<file path="config.mk">
export PLATFORM = sky130hd
export DESIGN_NAME = light_conflict_monitor
export DESIGN_NICKNAME = d
export VERILOG_FILES = /design/src/rtl/traffic_light_pkg.sv /design/src/rtl/light_channel_check.sv /design/src/rtl/light_conflict_monitor.sv
export SDC_FILE = /design/constraint.sdc
export NUM_CORES = 1
export LEC_CHECK = 0
export ABC_CLOCK_PERIOD_IN_PS = 3780
export CORE_ASPECT_RATIO = 1.75
export CORE_MARGIN = 1.5
export CORE_UTILIZATION = 60
export DETAILED_ROUTE_END_ITERATION = 6
export DONT_BUFFER_PORTS = 1
export PLACE_DENSITY = 0.74
export SYNTH_ARGS = -nofsm -noshare
export SYNTH_HDL_FRONTEND = slang
export SYNTH_SLANG_ARGS = --single-unit
</file>
<file path="constraint.sdc">
create_clock -name clock -period 3.78 [get_ports clock]
set_input_delay 0.756 -clock clock [delete_from_list [all_inputs] [get_ports clock]]
set_output_delay 0.756 -clock clock [all_outputs]
set_load 0.02 [all_outputs]
</file>
<file path="src/rtl/traffic_light_pkg.sv">
// Shared lamp encodings, fault codes and monitor state type for the traffic-light blocks.
// Lamp vectors are {red, yellow, green}; exactly one bit set is a legal lamp command.
package traffic_light_pkg;

  localparam logic [2:0] LAMP_OFF    = 3'b000;
  localparam logic [2:0] LAMP_GREEN  = 3'b001;
  localparam logic [2:0] LAMP_YELLOW = 3'b010;
  localparam logic [2:0] LAMP_RED    = 3'b100;

  localparam logic [2:0] FC_NONE         = 3'd0;
  localparam logic [2:0] FC_INVALID      = 3'd1;
  localparam logic [2:0] FC_CONFLICT     = 3'd2;
  localparam logic [2:0] FC_SEQUENCE     = 3'd3;
  localparam logic [2:0] FC_SHORT_YELLOW = 3'd4;
  localparam logic [2:0] FC_STUCK        = 3'd5;

  typedef enum logic {
    ST_MONITOR = 1'b0,
    ST_FAULT   = 1'b1
  } mon_state_t;

  function automatic logic is_one_hot3(input logic [2:0] v);
    return (v == LAMP_GREEN) || (v == LAMP_YELLOW) || (v == LAMP_RED);
  endfunction

  // Legal per-direction steps: hold, red->green, green->yellow, yellow->red.
  function automatic logic is_legal_step(input logic [2:0] prev, input logic [2:0] cur);
    return (prev == cur) ||
           ((prev == LAMP_RED)    && (cur == LAMP_GREEN))  ||
           ((prev == LAMP_GREEN)  && (cur == LAMP_YELLOW)) ||
           ((prev == LAMP_YELLOW) && (cur == LAMP_RED));
  endfunction

endpackage

</file>
<file path="src/rtl/light_channel_check.sv">
// Per-direction checker: remembers the previous lamp sample and the yellow dwell,
// and flags malformed commands, illegal steps and yellow phases that end too early.
module light_channel_check #(
  parameter int MIN_YELLOW = 2
) (
  input  logic       clock,
  input  logic       reset,
  input  logic       i_en,
  input  logic [2:0] i_sample,
  output logic [2:0] o_prev,
  output logic       o_invalid,
  output logic       o_sequence,
  output logic       o_short_yellow
);
  import traffic_light_pkg::*;

  localparam int CW = $clog2(MIN_YELLOW + 1);

  logic [2:0]    r_prev;
  logic [CW-1:0] r_ycnt;
  logic [CW-1:0] w_ycnt_next;

  always_comb begin
    o_invalid      = !is_one_hot3(i_sample);
    o_sequence     = !is_legal_step(r_prev, i_sample);
    o_short_yellow = (r_prev == LAMP_YELLOW) && (i_sample == LAMP_RED) &&
                     (r_ycnt < CW'(MIN_YELLOW));
  end

  // Counts consecutive yellow samples, saturating at MIN_YELLOW.
  always_comb begin
    w_ycnt_next = '0;
    if (i_sample == LAMP_YELLOW) begin
      if (r_prev != LAMP_YELLOW)
        w_ycnt_next = CW'(1);
      else if (r_ycnt == CW'(MIN_YELLOW))
        w_ycnt_next = r_ycnt;
      else
        w_ycnt_next = r_ycnt + CW'(1);
    end
  end

  always_ff @(posedge clock) begin
    if (reset) begin
      r_prev <= LAMP_RED;
      r_ycnt <= '0;
    end else if (i_en) begin
      r_prev <= i_sample;
      r_ycnt <= w_ycnt_next;
    end
  end

  assign o_prev = r_prev;

endmodule

</file>
<file path="src/rtl/light_conflict_monitor.sv">
// Safety monitor between a two-direction traffic controller and its lamps: passes commands
// through one cycle late, and on the first rule violation latches a fault and flashes red.
module light_conflict_monitor #(
  parameter int MIN_YELLOW = 2,
  parameter int MAX_HOLD   = 30,
  parameter int FLASH_HALF = 1
) (
  input  logic       clock,
  input  logic       reset,
  input  logic [2:0] A,
  input  logic [2:0] B,
  output logic [2:0] lamp_A,
  output logic [2:0] lamp_B,
  output logic       fault,
  output logic [2:0] fault_code
);
  import traffic_light_pkg::*;

  localparam int HW = $clog2(MAX_HOLD + 1);
  localparam int FW = (FLASH_HALF > 1) ? $clog2(FLASH_HALF) : 1;

  mon_state_t    r_state, w_state_next;
  logic [2:0]    r_lamp_A, w_lamp_A_next;
  logic [2:0]    r_lamp_B, w_lamp_B_next;
  logic          r_fault, w_fault_next;
  logic [2:0]    r_fault_code, w_fault_code_next;
  logic [HW-1:0] r_hold, w_hold_next, w_hold_count;
  logic [FW-1:0] r_flash_cnt, w_flash_cnt_next;

  logic [2:0] w_sample [2];
  logic [2:0] w_prev   [2];
  logic [1:0] w_invalid, w_sequence, w_short;
  logic       w_monitor, w_conflict, w_changed, w_stuck;
  logic [2:0] w_code;

  assign w_sample[0] = A;
  assign w_sample[1] = B;
  assign w_monitor   = (r_state == ST_MONITOR);

  genvar gi;
  generate
    for (gi = 0; gi < 2; gi++) begin : g_chan
      light_channel_check #(
        .MIN_YELLOW(MIN_YELLOW)
      ) u_check (
        .clock         (clock),
        .reset         (reset),
        .i_en          (w_monitor),
        .i_sample      (w_sample[gi]),
        .o_prev        (w_prev[gi]),
        .o_invalid     (w_invalid[gi]),
        .o_sequence    (w_sequence[gi]),
        .o_short_yellow(w_short[gi])
      );
    end
  endgenerate

  // Both directions showing anything but red at once is a conflict.
  assign w_conflict = !A[2] && !B[2];
  assign w_changed  = (A != w_prev[0]) || (B != w_prev[1]);

  always_comb begin
    w_hold_count = '0;
    if (!w_changed)
      w_hold_count = (r_hold == HW'(MAX_HOLD)) ? r_hold : r_hold + HW'(1);
  end

  assign w_stuck = (w_hold_count == HW'(MAX_HOLD));

  // Lowest code wins when several checks fail on the same sample.
  always_comb begin
    w_code = FC_NONE;
    if (|w_invalid)
      w_code = FC_INVALID;
    else if (w_conflict)
      w_code = FC_CONFLICT;
    else if (|w_sequence)
      w_code = FC_SEQUENCE;
    else if (|w_short)
      w_code = FC_SHORT_YELLOW;
    else if (w_stuck)
      w_code = FC_STUCK;
  end

  always_comb begin
    w_state_next      = r_state;
    w_lamp_A_next     = r_lamp_A;
    w_lamp_B_next     = r_lamp_B;
    w_fault_next      = r_fault;
    w_fault_code_next = r_fault_code;
    w_hold_next       = r_hold;
    w_flash_cnt_next  = r_flash_cnt;
    case (r_state)
      ST_MONITOR: begin
        w_lamp_A_next = A;
        w_lamp_B_next = B;
        w_hold_next   = w_hold_count;
        if (w_code != FC_NONE) begin
          w_state_next      = ST_FAULT;
          w_fault_next      = 1'b1;
          w_fault_code_next = w_code;
          w_lamp_A_next     = LAMP_RED;
          w_lamp_B_next     = LAMP_RED;
          w_flash_cnt_next  = '0;
        end
      end
      ST_FAULT: begin
        // Lamp A doubles as the flash phase; both directions always flash together.
        if (r_flash_cnt == FW'(FLASH_HALF - 1)) begin
          w_flash_cnt_next = '0;
          w_lamp_A_next    = (r_lamp_A == LAMP_RED) ? LAMP_OFF : LAMP_RED;
          w_lamp_B_next    = (r_lamp_A == LAMP_RED) ? LAMP_OFF : LAMP_RED;
        end else begin
          w_flash_cnt_next = r_flash_cnt + FW'(1);
        end
      end
      default: begin
        w_state_next = ST_MONITOR;
      end
    endcase
  end

  always_ff @(posedge clock) begin
    if (reset) begin
      r_state      <= ST_MONITOR;
      r_lamp_A     <= LAMP_RED;
      r_lamp_B     <= LAMP_RED;
      r_fault      <= 1'b0;
      r_fault_code <= FC_NONE;
      r_hold       <= '0;
      r_flash_cnt  <= '0;
    end else begin
      r_state      <= w_state_next;
      r_lamp_A     <= w_lamp_A_next;
      r_lamp_B     <= w_lamp_B_next;
      r_fault      <= w_fault_next;
      r_fault_code <= w_fault_code_next;
      r_hold       <= w_hold_next;
      r_flash_cnt  <= w_flash_cnt_next;
    end
  end

  assign lamp_A     = r_lamp_A;
  assign lamp_B     = r_lamp_B;
  assign fault      = r_fault;
  assign fault_code = r_fault_code;

endmodule

</file>
==> metrics.yaml, run 1 <==
route:
  ant_nets: 0
  wl_per_cell_um: 15.7
  viasPerCell: 6.35
  wl_um: 3080
  first_pass_iters: 4
  initialDrtViolationCount: 15
  vias: 1251
  drc: 0
worst_setup_path:
  critical-path-top-delay-family: "simple AND/OR/NAND/NOR gates"
  cp.required_ns: 3.91
  cp.buffers_inverters: 0
  slowest_delay_ns: 0.59
  slowest_stage: "nor3_1"
  reg2regPathDepth: 7
  critPathCaptureType: "flip-flop"
  worstPathArrival_ns: 2.38
  timing.rr.start: "r_hold[0]"
  cp_cell_sequence: "nor2_1 > xor2_1 > nor3_1 > nand2_1 > nor4_2 > a21boi_0"
  crit_type: "primary input to flip-flop"
  r2r_slack_ns: 1.62
  rr_endpoint: "fault_code[0]"
  critPathLaunchType: "primary input"
  path_depth: 6
  path_max_fanout: 8
hold_path:
  whs_endpoint: "g_chan[0].u_check.r_ycnt[1]"
  hold_path_depth: 2
  min-delay-start: "g_chan[0].u_check.r_ycnt[1]"
  hp-class: "flip-flop to flip-flop"
flow_run:
  drv_cap: 0
synthesis:
  yosys-top-cells-area: "dfxtp_1, nor2_1, buf_6"
  netlist_area_mm2: 0.00151
  synth_top_area_cell: "dfxtp_1"
  synth_common_cells: "dfxtp_1, nor2_1, a21oi_1, inv_1, nand2_1"
  yosysMostFrequentCell: "dfxtp_1"
  ys_seq_area_share_pct: 34.5
  synth-edff-count: 0
  dominantRegCellSynth: "dfxtp_1"
  ys_types: 42
  ys_warn_count: 0
  synth_cells: 183
  syn_nets: 195
  synth.top_cell.area_share_pct: 34.5
  avgSynthCellArea_um2: 8.25
  synth-async-reset-ratio_pct: 0
  synth-seq-cells: 26
timing:
  max_freq_mhz: 444
  finClkSkew_ns: 0.00294
  fin_ws_ns: 1.53
  setup_tns_ns: 0
  setup_viol_count_final: 0
  fin_crit_ns: 2.25
  finalHoldViolations: 0
  drv_slew: 0
  slew_headroom_pct: 34.9
  worst_slew_pin_slew_ns: 0.975
  rsz0062_at_grt: "no"
  fin_crit_sh_pct: 59.5
grt:
  antenna_found_initial: 0
  grt_start_max_net_pins: 29
  grt_pass1_vias: 1217
  grt_pass1_wl_um: 5160
  grtUsageTotal_pct: 25.4
  grt-ovfl-total: 0
power_and_ir_drop:
  clkPwrFrac_pct: 29.9
  peakVddDrop_mv: 0.203
  power.internal_uw: 378
  p_leak_nw: 0.539
  power_density_mw_per_mm2: 337
  p_comb_share_pct: 9.3
  p_sw_share_pct: 23.9
  finalPower_uw: 497
  power_frac_seq_pct: 60.8
  p_sw_uw: 119
placed_design:
  port_buffers: 0
  pre_cts_ws_ns: 1.26
  postPlaceCellArea_mm2: 0.00143
  gp_congestion: 0.892
  hpwl_um: 2320
floorplanning:
  die_h_um: 69.4
  rows: 23
  core_area_mm2: 0.00233
  die-area_mm2: 0.00284
  io_pins: 18
  start_util_pct: 64.8
  dieWidth_um: 40.9
run_status:
  outcome: "completed"
final_layout:
  multi_input_area_um2: 841
  num-nets-final: 186
  drive_gt1_share_pct: 5.81
  final_area_mm2: 0.00148
  fill_cells: 210
  diodes: 0
  regArea_um2: 520
  area_delta_synth_final_pct: -2.32
cts:
  hold_buffers: 0
  clk_pin_slew_ns: 0.08
  clock_latency_ns: 0.26
  htreeDepth: 1
  clock-root-buffer: "clkbuf_8"
  cts_resized: 0
  cts_sinks: 26
  cts_tree: "yes"
  ctsLongestPathBuffers: 2
  numCtsBuffers: 3
  postCtsSetupRepairBufs: 0
==> placed cells by master (no fill, tap or decap), types with 3 or more instances in the layout <==
master | Yosys | final
a21oi_1 | 11 | 11
a31oi_1 | 4 | 4
and2_1 | 5 | 5
clkbuf_8 | 0 | 3
dfxtp_1 | 26 | 26
ha_1 | 4 | 4
inv_1 | 11 | 11
mux2i_1 | 5 | 5
nand2_1 | 11 | 11
nand3_1 | 10 | 10
nand4_1 | 3 | 3
nor2_1 | 23 | 23
nor3_1 | 8 | 8
nor3b_1 | 4 | 4
o21ai_0 | 7 | 7
xnor2_1 | 6 | 6
==> registers in the layout, summed over array words and instances (netlist names) <==
signal,cells
g_chan.u_check.o_prev,6
fault,1
fault_code,3
g_chan.u_check.r_ycnt,4
r_hold,5
r_state,1
lamp_A,3
lamp_B,3
==> logic make-up after synthesis <==
kind of cell / share of synthesized area [%]
buffers and inverters: 9.86
multiplexers: 3.31
XOR/XNOR: 4.64
AND/OR/NAND/NOR: 28.1
AO/OA/AOI/OAI: 16.3
adder cells (fa/ha/maj): 3.31
flip-flops: 34.5
==> power groups by stage <==
stage | combinational, mW | clock (mW) | sequential (mW)
floorplan | 0.0572 | 0 | 0.301
global placement | 0.0443 | 0 | 0.307
detailed placement | 0.0460 | 0 | 0.308
CTS | 0.0463 | 0.152 | 0.302
global route | 0.0515 | 0.165 | 0.304
finish | 0.0463 | 0.149 | 0.302
==> how the worst max path moves through the flow <==
stage	start	slack [ns]	end
final	B[2]	1.53	lamp_A[2]
after global routing	A[1]	1.33	lamp_A[2]
after CTS	B[2]	1.52	lamp_B[2]
after detailed placement	B[2]	1.26	lamp_B[2]
after global placement	A[2]	1.36	lamp_B[2]
after floorplan	B[2]	1.37	fault_code[0]
==> metal layers <==
layer | track usage (%) | vias to the layer above | routed length (µm)
li1 | - | 625 | -
met1 | 25.7 | 599 | 1170
met2 | 45.3 | 20 | 1770
met3 | 4.17 | 7 | 70
met4 | 10.7 | 0 | 73
met5 | 0 | - | 0
==> worst register-to-register path, stage by stage (launching register included) <==
cell and delay, ns:
dfxtp_1 0.41, inv_1 0.08, ha_1 0.32, nor3b_1 0.18, o21ai_0 0.14, or3_4 0.41
a41o_1 0.25, a32o_2 0.26
==> cell type report <==
class                           count  area share (%)
Tap cell                           25            2.12
Sequential cell                    26            35.3
Clock buffer                        3            2.80
Multi-Input combinational cell    132            57.0
Inverter                           11            2.80
==> metrics by stage <==
step	util (%)	std cells	hold slack, ns
finish	63.3	197	0.494
global placement	61.5	194	0.479
detailed placement	61.5	194	0.484
floorplan	-	183	0.470
global route	63.3	197	0.534
CTS	63.3	197	0.497
(Power assumes the default switching activity.)
==> run 2, diff against run 1 <==
--- a/config.mk
+++ b/config.mk
@@ -5,13 +5,13 @@
 export SDC_FILE = /design/constraint.sdc
 export NUM_CORES = 1
 export LEC_CHECK = 0
-export ABC_CLOCK_PERIOD_IN_PS = 3780
+export ABC_CLOCK_PERIOD_IN_PS = 1900
 export CORE_ASPECT_RATIO = 1.75
 export CORE_MARGIN = 1.5
-export CORE_UTILIZATION = 60
+export CORE_UTILIZATION = 56
 export DETAILED_ROUTE_END_ITERATION = 6
 export DONT_BUFFER_PORTS = 1
-export PLACE_DENSITY = 0.74
+export PLACE_DENSITY = 0.72
 export SYNTH_ARGS = -nofsm -noshare
 export SYNTH_HDL_FRONTEND = slang
 export SYNTH_SLANG_ARGS = --single-unit
==> constraint.sdc (replaced) <==
create_clock -name clock -period 1.9 [get_ports clock]
set_input_delay 0.38 -clock clock [delete_from_list [all_inputs] [get_ports clock]]
set_output_delay 0.38 -clock clock [all_outputs]
set_load 0.02 [all_outputs]
==> metrics.yaml, run 2 (synthesis gave the netlist of run 1 again) <==
timing:
  finClkSkew_ns: 0.00481
  fin_ws_ns: -0.00833
  rsz0062_at_grt: "yes"
  max_freq_mhz: 524
  finalHoldViolations: 0
  drv_slew: 0
  fin_crit_ns: 1.91
  fin_crit_sh_pct: 100
  worst_slew_pin_slew_ns: 0.349
  slew_headroom_pct: 76.4
  setup_tns_ns: -0.00833
  setup_viol_count_final: 1
power_and_ir_drop:
  power_frac_seq_pct: 49.3
  p_sw_share_pct: 23.3
  peakVddDrop_mv: 0.545
  p_comb_share_pct: 11.8
  power.internal_uw: 919
  p_leak_nw: 0.717
  p_sw_uw: 279
  clkPwrFrac_pct: 38.9
  finalPower_mw: 1.20
  power_density_mw_per_mm2: 644
floorplanning:
  core_area_mm2: 0.00252
  die_h_um: 71.7
  start_util_pct: 59.9
  io_pins: 18
  rows: 24
  die-area_mm2: 0.00303
  dieWidth_um: 42.3
cts:
  htreeDepth: 1
  hold_buffers: 0
  cts_sinks: 26
  clock-root-buffer: "clkbuf_8"
  numCtsBuffers: 3
  clock_latency_ns: 0.28
  clk_pin_slew_ns: 0.09
  cts_tree: "yes"
  ctsLongestPathBuffers: 2
placed_design:
  port_buffers: 0
  hpwl_um: 2620
  postPlaceCellArea_mm2: 0.00164
  gp_congestion: 0.892
grt:
  grt-ovfl-total: 0
  grt_pass1_wl_um: 6180
  grt_pass1_vias: 1413
  grtUsageTotal_pct: 26.2
  grt_start_max_net_pins: 28
  antenna_found_initial: 0
route:
  viasPerCell: 6.11
  wl_um: 3720
  vias: 1374
  wl_per_cell_um: 16.5
  ant_nets: 0
  drc: 0
  initialDrtViolationCount: 38
  first_pass_iters: 4
final_layout:
  num-nets-final: 212
  layout_common_cells: "buf_4, nor2_1, dfxtp_1, nand2_1, a21oi_1"
  diodes: 0
  largest_register_ffs: 6
  final_area_mm2: 0.00186
  final_common_cell: "buf_4"
  drive_gt1_share_pct: 32.2
  area_delta_synth_final_pct: 23.2
  final_util_pct: 73.8
flow_run:
  drv_cap: 0
hold_path:
  hp-class: "primary input to flip-flop"
run_status:
  violations: "setup timing"
  outcome: "finished with violations"
worst_setup_path:
  critPathCaptureType: "flip-flop"
  crit_type: "flip-flop to flip-flop"
  cp.required_ns: 2.08
  path_max_fanout: 4
  critPathLaunchType: "flip-flop"
  worstPathArrival_ns: 2.09
-- run 2: cell count changes in the layout (fill, tap and decap cells not counted), moves of 3 or more --
cell	previous run	this run
dfxtp_4	0	5
buf_4	0	25
o21ai_0	7	4
xnor2_2	0	6
dfxtp_1	26	18
dfxtp_2	0	3
xnor2_1	6	0
-- run 2: final cells by class --
class	instances	area, µm²
multi-input cells	132	973
fillers	209	662
flip-flops and latches	26	543
repair buffers	26	199
clock buffers	3	41.3
inverters	11	41.3
well taps	26	32.5
clock inverters	1	30.0
-- run 2: critical path: stages, from the launching register on --
cell	delay, ns
dfxtp_2	0.33
inv_2	0.07
ha_4	0.16
a31oi_4	0.09
nor3b_2	0.22
o21ai_2	0.10
or3_4	0.38
a41o_1	0.21
a32o_2	0.26
-- run 2: path summary, 6_finish.rpt --
| kind | from | end | cells past startpoint | slack, ns |
|---|---|---|---|---|
| max | r_hold[0] | fault_code[0] | 8 | -0.008 |
| min | reset | r_hold[0] | 1 | 0.15 |
| max reg2reg | r_hold[0] | fault_code[0] | 8 | -0.008 |
| min reg2reg | g_chan[0].u_check.r_ycnt[1] | g_chan[0].u_check.r_ycnt[1] | 2 | 0.51 |
-- run 2: what timing repair did --
item / in CTS / in global routing
resized for setup: 18 / 17
setup buffers: 0 / 4
setup endpoints to repair: 9 / 8
pin swaps: 4 / 9
-- run 2: power groups by stage --
stage | Sequential [mW] | Combinational, mW | Clock (mW)
after floorplan | 0.601 | 0.124 | 0
after global placement | 0.603 | 0.125 | 0
after detailed placement | 0.605 | 0.130 | 0
after CTS | 0.592 | 0.132 | 0.469
after global routing | 0.593 | 0.154 | 0.496
final | 0.590 | 0.141 | 0.466
-- run 2: routing by layer --
layer	vias up	track usage (%)	part of all wire, %
li1	673	-	-
met1	673	26.4	37
met2	21	50.4	58
met3	7	3.53	2.4
met4	0	12.8	2.5
met5	-	0	0
-- run 2: stage by stage --
step                hold WS, ns  worst slack (ns)  std cells
floorplan                 0.470           -0.0581        183
global placement          0.454           -0.0435        217
detailed placement        0.454           -0.0953        217
CTS                       0.149            0.0105        221
global route              0.136           -0.0534        225
finish                    0.153          -0.00833        225
==> run 3, diff against run 2 <==
--- a/config.mk
+++ b/config.mk
@@ -8,10 +8,11 @@
 export ABC_CLOCK_PERIOD_IN_PS = 1900
 export CORE_ASPECT_RATIO = 1.75
 export CORE_MARGIN = 1.5
-export CORE_UTILIZATION = 56
+export CORE_UTILIZATION = 59
+export CTS_BUF_LIST = sky130_fd_sc_hd__clkbuf_8
 export DETAILED_ROUTE_END_ITERATION = 6
 export DONT_BUFFER_PORTS = 1
-export PLACE_DENSITY = 0.72
+export PLACE_DENSITY = 0.76
 export SYNTH_ARGS = -nofsm -noshare
 export SYNTH_HDL_FRONTEND = slang
 export SYNTH_SLANG_ARGS = --single-unit
==> constraint.sdc (replaced) <==
create_clock -name clock -period 1.9 [get_ports clock]
set_input_delay 0.57 -clock clock [delete_from_list [all_inputs] [get_ports clock]]
set_output_delay 0.57 -clock clock [all_outputs]
set_load 0.02 [all_outputs]
==> metrics.yaml, run 3 (synthesis gave the netlist of run 1 again) <==
final_layout:
  largest_register_ffs: 6
  layout_common_cells: "buf_4, nor2_1, dfxtp_1, nand2_1, a21oi_1"
  drive_gt1_share_pct: 30.2
  final_cells: 225
  num-nets-final: 212
  area_delta_synth_final_pct: 19.8
  final_common_cell: "buf_4"
  diodes: 0
floorplanning:
  rows: 24
  die_h_um: 69.9
  core_area_mm2: 0.00246
  io_pins: 18
  dieWidth_um: 41.2
  start_util_pct: 61.3
  die-area_mm2: 0.00288
power_and_ir_drop:
  finalPower_mw: 1.11
  p_leak_nw: 0.705
  peakVddDrop_mv: 0.640
  power_density_mw_per_mm2: 613
timing:
  fin_crit_ns: 1.89
  setup_viol_count_final: 0
  drv_slew: 0
  max_freq_mhz: 528
  finalHoldViolations: 0
  worst_slew_pin_slew_ns: 0.428
  fin_crit_sh_pct: 99.6
  fin_ws_ns: 0.00671
  finClkSkew_ns: 0.00664
  slew_headroom_pct: 71.0
  rsz0062_at_grt: "yes"
  holdWs_ns: 0.332
placed_design:
  dpl.cell_count: 220
  pre_cts_ws_ns: -0.196
  gp_congestion: 0.800
  port_buffers: 0
  hpwl_um: 2710
route:
  viasPerCell: 6.24
  initialDrtViolationCount: 63
  drc: 0
  wl_per_cell_um: 16.8
  vias: 1404
  wl_um: 3780
  ant_nets: 0
  first_pass_iters: 4
worst_setup_path:
  crit_type: "flip-flop to flip-flop"
  r2r_slack_ns: 0.007
  endpoint: "fault_code[0]"
  rr_endpoint: "fault_code[0]"
  worstPathArrival_ns: 2.08
  critPathCaptureType: "flip-flop"
  cp.required_ns: 2.09
  critPathLaunchType: "flip-flop"
  crit_path_start: "g_chan[0].u_check.o_prev[2]"
  path_max_fanout: 3
  reg2regPathDepth: 6
  timing.rr.start: "g_chan[0].u_check.o_prev[2]"
cts:
  clock_latency_ns: 0.29
  cts_sinks: 26
  ctsLongestPathBuffers: 2
  clk_pin_slew_ns: 0.09
  numCtsBuffers: 3
  cts_tree: "yes"
  clock-root-buffer: "clkbuf_8"
  htreeDepth: 1
flow_run:
  drv_cap: 0
run_status:
  outcome: "completed"
grt:
  grtUsageTotal_pct: 31.4
  grt-ovfl-total: 0
  antenna_found_initial: 0
  grt_start_max_net_pins: 28
  grt_pass1_wl_um: 6220
  grt_pass1_vias: 1357
hold_path:
  hp-class: "primary input to flip-flop"
run 3: cell count changes in the layout (fill, tap and decap cells not counted), sizes merged:
| cell | change |
|---|---|
| bufinv | -1 |
| clkbuf | +1 |
run 3: how the worst min path moves through the flow:
stage	start	endpoint	slack, ns	depth (start not counted)
after floorplan	g_chan[0].u_check.r_ycnt[1]	g_chan[0].u_check.r_ycnt[1]	0.47	2
after global placement	g_chan[1].u_check.r_ycnt[1]	g_chan[1].u_check.r_ycnt[1]	0.49	2
after detailed placement	g_chan[0].u_check.r_ycnt[1]	g_chan[0].u_check.r_ycnt[1]	0.50	2
after CTS	reset	r_hold[0]	0.34	1
after global routing	reset	r_hold[0]	0.33	1
final	reset	g_chan[0].u_check.o_prev[1]	0.33	1
run 3: final cells by class:
cell class / count / area [µm²]
Inverter: 11 / 43.8
Multi-Input combinational cell: 132 / 952
Fill cell: 195 / 653
Clock buffer: 4 / 55.1
Tap cell: 26 / 32.5
Sequential cell: 26 / 531
Timing Repair Buffer: 26 / 195
run 3: routing by layer:
| layer | GRT usage [%] | up-vias | share of wire (%) |
|---|---|---|---|
| met5 | 0 | - | 0 |
| met2 | 47.0 | 36 | 53 |
| met4 | 21.9 | 0 | 5.6 |
| met1 | 35.6 | 673 | 38 |
| li1 | - | 673 | - |
| met3 | 8.57 | 22 | 3.5 |
run 3: metrics by stage:
stage,util (%),instance area [µm²],TNS (ns)
after floorplan,-,1570,-1.61
after global placement,67.6,1670,-1.33
after detailed placement,67.6,1670,-1.53
after CTS,71.7,1770,-0.0129
after global routing,73.5,1810,-0.116
final,73.5,1810,0
run 3: timing repair:
| action | 4_1_cts | 5_1_grt |
|---|---|---|
| buffers inserted | 0 | 1 |
| hold buffers | 0 | 0 |
| pin swaps | 4 | 4 |
| endpoints found under the setup margin | 10 | 10 |
| gates resized for setup | 16 | 9 |
run 3: worst max-delay path, stage by stage (launching register included):
cell and delay, ns:
dfxtp_1 0.40, xnor2_2 0.13, nand3_1 0.10, or2_1 0.29
or3_4 0.40, a41o_1 0.20, a32o_2 0.27
run 3: report_power, final:
group          leakage [nW]  internal [mW]  switching [mW]
Sequential            0.215          0.563          0.0264
Clock                0.0288          0.186           0.187
Combinational         0.461         0.0764          0.0689
Total                 0.705          0.826           0.282
